## src/rtl/sd_cmd_sequencer_if.sv

```systemverilog
// Command-sequencer bundle: enqueue port, queue status, command-block handshake
// and completion/error reporting. The sequencer is the master side.
interface sd_cmd_sequencer_if #(
    parameter int CNT_WIDTH = 16
);
    logic                 push;
    logic [5:0]           push_index;
    logic [31:0]          push_argument;
    logic                 push_no_response;
    logic                 full;
    logic                 empty;
    logic                 overflow;
    logic                 new_command;
    logic [5:0]           cmd_index;
    logic [31:0]          cmd_argument;
    logic                 no_response;
    logic                 timeout_enable;
    logic                 ack_response;
    logic                 ack_command_complete;
    logic                 done;
    logic                 timeout_error;
    logic [CNT_WIDTH-1:0] completed_count;

    modport master (
        input  push, push_index, push_argument, push_no_response,
        input  ack_response, ack_command_complete,
        output full, empty, overflow,
        output new_command, cmd_index, cmd_argument, no_response, timeout_enable,
        output done, timeout_error, completed_count
    );

    modport slave (
        output push, push_index, push_argument, push_no_response,
        output ack_response, ack_command_complete,
        input  full, empty, overflow,
        input  new_command, cmd_index, cmd_argument, no_response, timeout_enable,
        input  done, timeout_error, completed_count
    );
endinterface

```

## src/rtl/sd_cmd_sequencer.sv

```systemverilog
// SD host command sequencer: queues commands in a small FIFO and issues them one
// at a time to the command block, with a per-command timeout.
module sd_cmd_sequencer #(
    parameter int DEPTH          = 4,
    parameter int TIMEOUT_CYCLES = 64,
    parameter int CNT_WIDTH      = 16
) (
    input  logic               clock,
    input  logic               reset,
    sd_cmd_sequencer_if.master bus
);

    localparam int AW = $clog2(DEPTH);
    localparam int PW = AW + 1;
    localparam int TW = $clog2(TIMEOUT_CYCLES + 1);
    localparam logic [TW-1:0] TIMER_LAST = TW'(TIMEOUT_CYCLES - 1);
    localparam logic [TW-1:0] TIMER_MAX  = {TW{1'b1}};

    typedef enum logic [2:0] {
        ST_IDLE          = 3'd0,
        ST_ACTIVE        = 3'd1,
        ST_WAIT_COMPLETE = 3'd2,
        ST_DONE          = 3'd3,
        ST_ERROR         = 3'd4
    } state_t;

    typedef struct packed {
        logic        no_resp;
        logic [5:0]  index;
        logic [31:0] argument;
    } entry_t;

    entry_t               mem_r [DEPTH];
    logic [PW-1:0]        wr_ptr_r;
    logic [PW-1:0]        rd_ptr_r;
    state_t               state_r;
    logic [TW-1:0]        timer_r;
    logic                 full_r;
    logic                 empty_r;
    logic                 overflow_r;
    logic                 new_command_r;
    logic [5:0]           cmd_index_r;
    logic [31:0]          cmd_argument_r;
    logic                 no_response_r;
    logic                 done_r;
    logic                 timeout_error_r;
    logic [CNT_WIDTH-1:0] completed_count_r;

    state_t               state_nxt_s;
    logic                 push_ok_s;
    logic                 pop_s;
    logic                 busy_s;
    logic                 timer_last_s;
    logic [PW-1:0]        wr_ptr_nxt_s;
    logic [PW-1:0]        rd_ptr_nxt_s;
    logic [PW-1:0]        level_nxt_s;
    entry_t               head_s;

    // A push into a full queue is dropped even if a pop frees a slot on the same edge.
    assign push_ok_s    = bus.push && !full_r;
    assign pop_s        = (state_r == ST_IDLE) && !empty_r;
    assign busy_s       = (state_r == ST_ACTIVE) || (state_r == ST_WAIT_COMPLETE);
    assign timer_last_s = (timer_r == TIMER_LAST);
    assign wr_ptr_nxt_s = push_ok_s ? (wr_ptr_r + PW'(1)) : wr_ptr_r;
    assign rd_ptr_nxt_s = pop_s ? (rd_ptr_r + PW'(1)) : rd_ptr_r;
    assign level_nxt_s  = wr_ptr_nxt_s - rd_ptr_nxt_s;
    assign head_s       = mem_r[rd_ptr_r[AW-1:0]];

    // Next-state decode; completion takes priority over the timeout.
    always_comb begin
        state_nxt_s = state_r;
        case (state_r)
            ST_IDLE: begin
                if (pop_s) begin
                    state_nxt_s = ST_ACTIVE;
                end else begin
                    state_nxt_s = ST_IDLE;
                end
            end
            ST_ACTIVE: begin
                if (bus.ack_command_complete) begin
                    state_nxt_s = ST_DONE;
                end else if (timer_last_s) begin
                    state_nxt_s = ST_ERROR;
                end else if (bus.ack_response && !no_response_r) begin
                    state_nxt_s = ST_WAIT_COMPLETE;
                end else begin
                    state_nxt_s = ST_ACTIVE;
                end
            end
            ST_WAIT_COMPLETE: begin
                if (bus.ack_command_complete) begin
                    state_nxt_s = ST_DONE;
                end else if (timer_last_s) begin
                    state_nxt_s = ST_ERROR;
                end else begin
                    state_nxt_s = ST_WAIT_COMPLETE;
                end
            end
            ST_DONE:  state_nxt_s = ST_IDLE;
            ST_ERROR: state_nxt_s = ST_IDLE;
            default:  state_nxt_s = ST_IDLE;
        endcase
    end

    // Queue pointers, FSM state, timer and all registered outputs.
    always_ff @(posedge clock or posedge reset) begin
        if (reset) begin
            wr_ptr_r          <= '0;
            rd_ptr_r          <= '0;
            state_r           <= ST_IDLE;
            timer_r           <= '0;
            full_r            <= 1'b0;
            empty_r           <= 1'b1;
            overflow_r        <= 1'b0;
            new_command_r     <= 1'b0;
            cmd_index_r       <= 6'd0;
            cmd_argument_r    <= 32'd0;
            no_response_r     <= 1'b0;
            done_r            <= 1'b0;
            timeout_error_r   <= 1'b0;
            completed_count_r <= '0;
        end else begin
            wr_ptr_r        <= wr_ptr_nxt_s;
            rd_ptr_r        <= rd_ptr_nxt_s;
            full_r          <= (level_nxt_s == PW'(DEPTH));
            empty_r         <= (level_nxt_s == PW'(0));
            overflow_r      <= overflow_r | (bus.push & full_r);
            state_r         <= state_nxt_s;
            new_command_r   <= (state_nxt_s == ST_ACTIVE) || (state_nxt_s == ST_WAIT_COMPLETE);
            done_r          <= (state_nxt_s == ST_DONE);
            timeout_error_r <= (state_nxt_s == ST_ERROR);
            if (state_nxt_s == ST_DONE) begin
                completed_count_r <= completed_count_r + CNT_WIDTH'(1);
            end
            if (pop_s) begin
                cmd_index_r    <= head_s.index;
                cmd_argument_r <= head_s.argument;
                no_response_r  <= head_s.no_resp;
                timer_r        <= '0;
            end else if (busy_s && (timer_r != TIMER_MAX)) begin
                timer_r <= timer_r + TW'(1);
            end
        end
    end

    // Queue storage; contents are don't-care until written, so no reset.
    always_ff @(posedge clock) begin
        if (push_ok_s) begin
            mem_r[wr_ptr_r[AW-1:0]] <= '{no_resp:  bus.push_no_response,
                                        index:    bus.push_index,
                                        argument: bus.push_argument};
        end
    end

    assign bus.full            = full_r;
    assign bus.empty           = empty_r;
    assign bus.overflow        = overflow_r;
    assign bus.new_command     = new_command_r;
    assign bus.timeout_enable  = new_command_r;
    assign bus.cmd_index       = cmd_index_r;
    assign bus.cmd_argument    = cmd_argument_r;
    assign bus.no_response     = no_response_r;
    assign bus.done            = done_r;
    assign bus.timeout_error   = timeout_error_r;
    assign bus.completed_count = completed_count_r;

endmodule
```

## src/flat_wrapper.sv

```systemverilog
// flat-port wrapper written by rule: the top's interface ports become plain ports
module sd_cmd_sequencer_flat 
#(
    parameter int DEPTH          = 4,
    parameter int TIMEOUT_CYCLES = 64,
    parameter int CNT_WIDTH      = 16
)
  (clock, reset, bus_push, bus_push_index, bus_push_argument, bus_push_no_response, bus_ack_response, bus_ack_command_complete, bus_full, bus_empty, bus_overflow, bus_new_command, bus_cmd_index, bus_cmd_argument, bus_no_response, bus_timeout_enable, bus_done, bus_timeout_error, bus_completed_count);
  sd_cmd_sequencer_if #(.CNT_WIDTH(CNT_WIDTH)) bus_i ();
  input  logic clock;
  input  logic reset;
  input wire logic [$bits(bus_i.push)-1:0] bus_push;
  input wire logic [$bits(bus_i.push_index)-1:0] bus_push_index;
  input wire logic [$bits(bus_i.push_argument)-1:0] bus_push_argument;
  input wire logic [$bits(bus_i.push_no_response)-1:0] bus_push_no_response;
  input wire logic [$bits(bus_i.ack_response)-1:0] bus_ack_response;
  input wire logic [$bits(bus_i.ack_command_complete)-1:0] bus_ack_command_complete;
  output wire logic [$bits(bus_i.full)-1:0] bus_full;
  output wire logic [$bits(bus_i.empty)-1:0] bus_empty;
  output wire logic [$bits(bus_i.overflow)-1:0] bus_overflow;
  output wire logic [$bits(bus_i.new_command)-1:0] bus_new_command;
  output wire logic [$bits(bus_i.cmd_index)-1:0] bus_cmd_index;
  output wire logic [$bits(bus_i.cmd_argument)-1:0] bus_cmd_argument;
  output wire logic [$bits(bus_i.no_response)-1:0] bus_no_response;
  output wire logic [$bits(bus_i.timeout_enable)-1:0] bus_timeout_enable;
  output wire logic [$bits(bus_i.done)-1:0] bus_done;
  output wire logic [$bits(bus_i.timeout_error)-1:0] bus_timeout_error;
  output wire logic [$bits(bus_i.completed_count)-1:0] bus_completed_count;
  assign bus_i.push = bus_push;
  assign bus_i.push_index = bus_push_index;
  assign bus_i.push_argument = bus_push_argument;
  assign bus_i.push_no_response = bus_push_no_response;
  assign bus_i.ack_response = bus_ack_response;
  assign bus_i.ack_command_complete = bus_ack_command_complete;
  assign bus_full = bus_i.full;
  assign bus_empty = bus_i.empty;
  assign bus_overflow = bus_i.overflow;
  assign bus_new_command = bus_i.new_command;
  assign bus_cmd_index = bus_i.cmd_index;
  assign bus_cmd_argument = bus_i.cmd_argument;
  assign bus_no_response = bus_i.no_response;
  assign bus_timeout_enable = bus_i.timeout_enable;
  assign bus_done = bus_i.done;
  assign bus_timeout_error = bus_i.timeout_error;
  assign bus_completed_count = bus_i.completed_count;
  sd_cmd_sequencer #(.DEPTH(DEPTH), .TIMEOUT_CYCLES(TIMEOUT_CYCLES), .CNT_WIDTH(CNT_WIDTH)) u_core (.clock(clock), .reset(reset), .bus(bus_i));
endmodule
```

## config.mk

```make
export PLATFORM = sky130hd
export DESIGN_NAME = sd_cmd_sequencer_flat
export DESIGN_NICKNAME = d
export VERILOG_FILES = /design/src/rtl/sd_cmd_sequencer_if.sv /design/src/rtl/sd_cmd_sequencer.sv /design/src/flat_wrapper.sv
export SDC_FILE = /design/constraint.sdc
export NUM_CORES = 1
export LEC_CHECK = 0
export ABC_AREA = 1
export BUFFER_PORTS_ARGS = -buffer_cell sky130_fd_sc_hd__buf_2
export CAP_MARGIN = 20
export CORE_MARGIN = 3
export CORE_UTILIZATION = 60
export CTS_BUF_LIST = sky130_fd_sc_hd__clkbuf_8
export DETAILED_ROUTE_END_ITERATION = 6
export GPL_ROUTABILITY_DRIVEN = 0
export PLACE_DENSITY = 0.92
export SLEW_MARGIN = 5
export SYNTH_ARGS = -nofsm -noshare
export SYNTH_HDL_FRONTEND = slang
export SYNTH_SLANG_ARGS = --single-unit
```

## constraint.sdc

```tcl
create_clock -name clock -period 3.53 [get_ports clock]
set_input_delay 0 -clock clock [delete_from_list [all_inputs] [get_ports clock]]
set_output_delay 0 -clock clock [all_outputs]
set_load 0.02 [all_outputs]
```

==> flow_summary_export.csv <==
group,metric,value,unit
global_routing,grt_pass1_wl,33800,um
routing,vias,6776,
sta,hold_viol,18,
place,placedCellCount,1100,
cts,cts_buffers,37,
logic_synthesis,ys_seq_elements,233,
worst_hold_path,hold_path_class,"in -> async",
critical_path,critPathMaxStageDelay,0.53,ns
sta,max_freq,0.442,GHz
final_layout,n_antenna_cell,0,
routing,drt_first_pass_iters,5,
power_and_ir_drop,power.density,855,mW/mm2
sta,post-route-min-period,2.26,ns
critical_path,cp.required,3.96,ns
cts,clk_path_buf_depth,3,
outcome,outcome,"complete, but fails checks",
sta,relSlewSlack,33.3,%
final_layout,area_growth,20.1,%
cts,clockRootBuffer,"clkbuf_8",
logic_synthesis,synth_fp_nets,865,
final_layout,layoutNonFillerInstCount,1212,
sta,finalMaxSlewViolations,0,
final_layout,mostFrequentLayoutCells,"nor2_1, edfxtp_1, buf_2, nand2_1, o21ai_0",
logic_synthesis,ys_types,35,
final_layout,utilization,73.7,%
flow_run,max-cap-violations,0,
critical_path,worstSetupPathType,"reg -> reg",
cts,cts.sinks,233,
logic_synthesis,ys_seq_area_share,70.6,%
final_layout,drive_gt1_share,19.2,%
global_routing,grt_max_degree,80,
power_and_ir_drop,vdd_drop_max,0.579,mV
sta,timing.final.crit_share,64.1,%
floorplanning,rows,45,
logic_synthesis,synth_cells,812,
global_routing,grtUsageMet2,45.2,%
final_layout,final_common_cell,"nor2_1",
sta,hold-worst-slack,-0.0235,ns
final_layout,nets,1026,
sta,tns,0,ns
global_routing,grtUsageMet3,5.08,%
global_routing,grt.overflow.total,0,
floorplanning,core,0.0153,mm2
floorplanning,die_area,0.0171,mm2
global_routing,grt_pass1_vias,6880,
floorplanning,die_height,131,um
critical_path,cp.arrival,2.69,ns
critical_path,critPathSlowestCell,"inv_2",
outcome,violations,"negative hold slack",
routing,wl_per_cell,17.8,um
sta,rsz0062_at_grt,"false",
critical_path,worstSetupEndpointType,"register",
place,port_buffers,105,
global_routing,grtUsageMet1,31.1,%
global_routing,track_usage,25.7,%
cts,htree_levels,2,
critical_path,setup.worst_path.start_class,"register",
routing,drc,0,
cts,worstSkewPairLatency,0.55,ns
cts,cts_tree,"done",
sta,worstMarginPinSlew,1.00,ns
sta,setup_violations,0,
routing,viasPerCell,5.59,
cts,cts_resized,0,
power_and_ir_drop,p_leak,4.57,nW
routing,drt_wl_total,21600,um
floorplanning,die_w,131,um
floorplanning,start_util,61.4,%
logic_synthesis,synth_area,0.00936,mm2
routing,ant_nets,0,
logic_synthesis,yosysWarningCount,0,
floorplanning,io_pins,106,
sta,skew,0.0271,ns
critical_path,critPathMaxFanout,29,
critical_path,crit_chain,"nor2_2, nand2_1, inv_2, buf_4, nor2_1, a31oi_1",
global_routing,antenna_found_initial,0,
global_routing,top_usage_layer,"met2",
place,hpwl,12200,um
logic_synthesis,syn_area_per_cell,11.5,um2
routing,drt_iter0_markers,730,
cts,clk_pin_slew_worst_paths,0.07,ns
-- final timing paths --
kind	start	slack, ns	endpoint	depth (start not counted)
min in group clock	bus_push_argument[7]	0.22	u_core.mem_r[2][7]	2
worst min-delay path	reset	-0.02	u_core.bus.cmd_argument[1]	3
worst max-delay path	u_core.state_r[1]	1.27	u_core.bus.cmd_argument[7]	6
worst max register to register	u_core.state_r[1]	1.27	u_core.bus.cmd_argument[7]	6
worst min register to register	u_core.bus.overflow	0.49	u_core.bus.overflow	1
max in group asynchronous	reset	2.56	u_core.bus.empty	5
-- cells by family (layout without fill, tap and decap cells) --
kind of cell / count (synthesis) / in the layout / synth area share (%)
AO/OA/AOI/OAI: 131 / 131 / 7.55
XOR/XNOR: 14 / 14 / 1.39
adder cells (fa/ha/maj): 9 / 9 / 1.20
buffers and inverters: 79 / 268 / 3.88
flip-flops: 233 / 233 / 70.6
AND/OR/NAND/NOR: 346 / 346 / 15.4
-- worst max-delay path, delay by kind of cell, from the launching register on --
family	cells	cell delay (ns)
buffers and inverters	2	0.95
and+or+nand+nor	3	0.52
DFF	1	0.41
AOI/OAI and AO/OA	1	0.28
-- metrics by stage --
step                      area (um2)  setup slack, ns  hold WS (ns)  power, mW
after global routing           11200             1.12        0.0103       10.2
after global placement         10000             1.46         0.213       7.07
after detailed placement       10100             1.30         0.218       7.30
final                          11200             1.27       -0.0235       9.61
after floorplan                 9360            0.759        0.0989       6.34
after CTS                      11200             1.29         0.191       9.57
-- state kept, by name (all words and copies together), names as in the netlist --
name / flops
u_core.bus.cmd_argument: 32
u_core.state_r: 3
u_core.mem_r: 156
u_core.bus.completed_count: 16
u_core.bus.cmd_index: 6
u_core.bus.done: 1
u_core.bus.no_response: 1
u_core.bus.full: 1
u_core.bus.overflow: 1
u_core.bus.timeout_error: 1
u_core.wr_ptr_r: 3
u_core.timer_r: 7
u_core.bus.new_command: 1
u_core.bus.empty: 1
u_core.rd_ptr_r: 3
-- layer usage --
layer	share of wire [%]	vias to the layer above
met5	0	-
met4	2.7	0
met3	7.2	52
met2	51	312
met1	39	3314
li1	-	3098
-- power breakdown --
part           internal, mW  leakage [nW]  switching, mW  total, mW
Clock                  1.16         0.420           1.04       2.20
Sequential             3.65          2.34          0.355       4.01
Combinational          1.03          1.81           2.37       3.40
Total                  5.84          4.57           3.77       9.61
-- cells in the mapped netlist --
cell type  number  area (um2)
a21oi_1         6        30.0
nor3_2          1        10.0
nand4_1         5        31.3
nand3_1        15        75.1
buf_1           1        3.75
dfstp_2         1        26.3
nand2_4         2        22.5
inv_1          38         143
buf_4           7        52.6
xor2_1         12         105
a31oi_1        38         238
nand3b_4        1        20.0
nor2_1        214         803
nor2_2          2        12.5
nand3b_1        2        15.0
and2_1          1        6.26
nor2_4          2        22.5
o21bai_1        1        7.51
nor3_1          6        30.0
clkbuf_1       12        45.0
nand2_2         3        18.8
dfrtp_1        76        1900
inv_2           4        15.0
buf_2          14        70.1
o21ai_0        84         420
nor3_4          1        16.3
edfxtp_1      156        4680
xnor2_1         1        8.76
o22ai_1         1        6.26
ha_1            9         113
xnor2_2         1        16.3
buf_6           3        33.8
nand3_2         2        20.0
o21ai_1         1        5.00
nand2_1        89         334
-- what timing repair did --
| item | CTS | global route |
|---|---|---|
| hold endpoints to repair | 228 | 0 |
| hold buffers | 43 | 0 |
| buffers inserted | 0 | 0 |
-- cell type report --
class                           count  area, um2
Clock buffer                       45        619
Clock inverter                     22       98.8
Fill cell                         935       4020
Inverter                           42        159
Multi-Input combinational cell    500       2410
Sequential cell                   233       6620
Tap cell                          211        264
Timing Repair Buffer              159       1080
(Power assumes the default switching activity.)
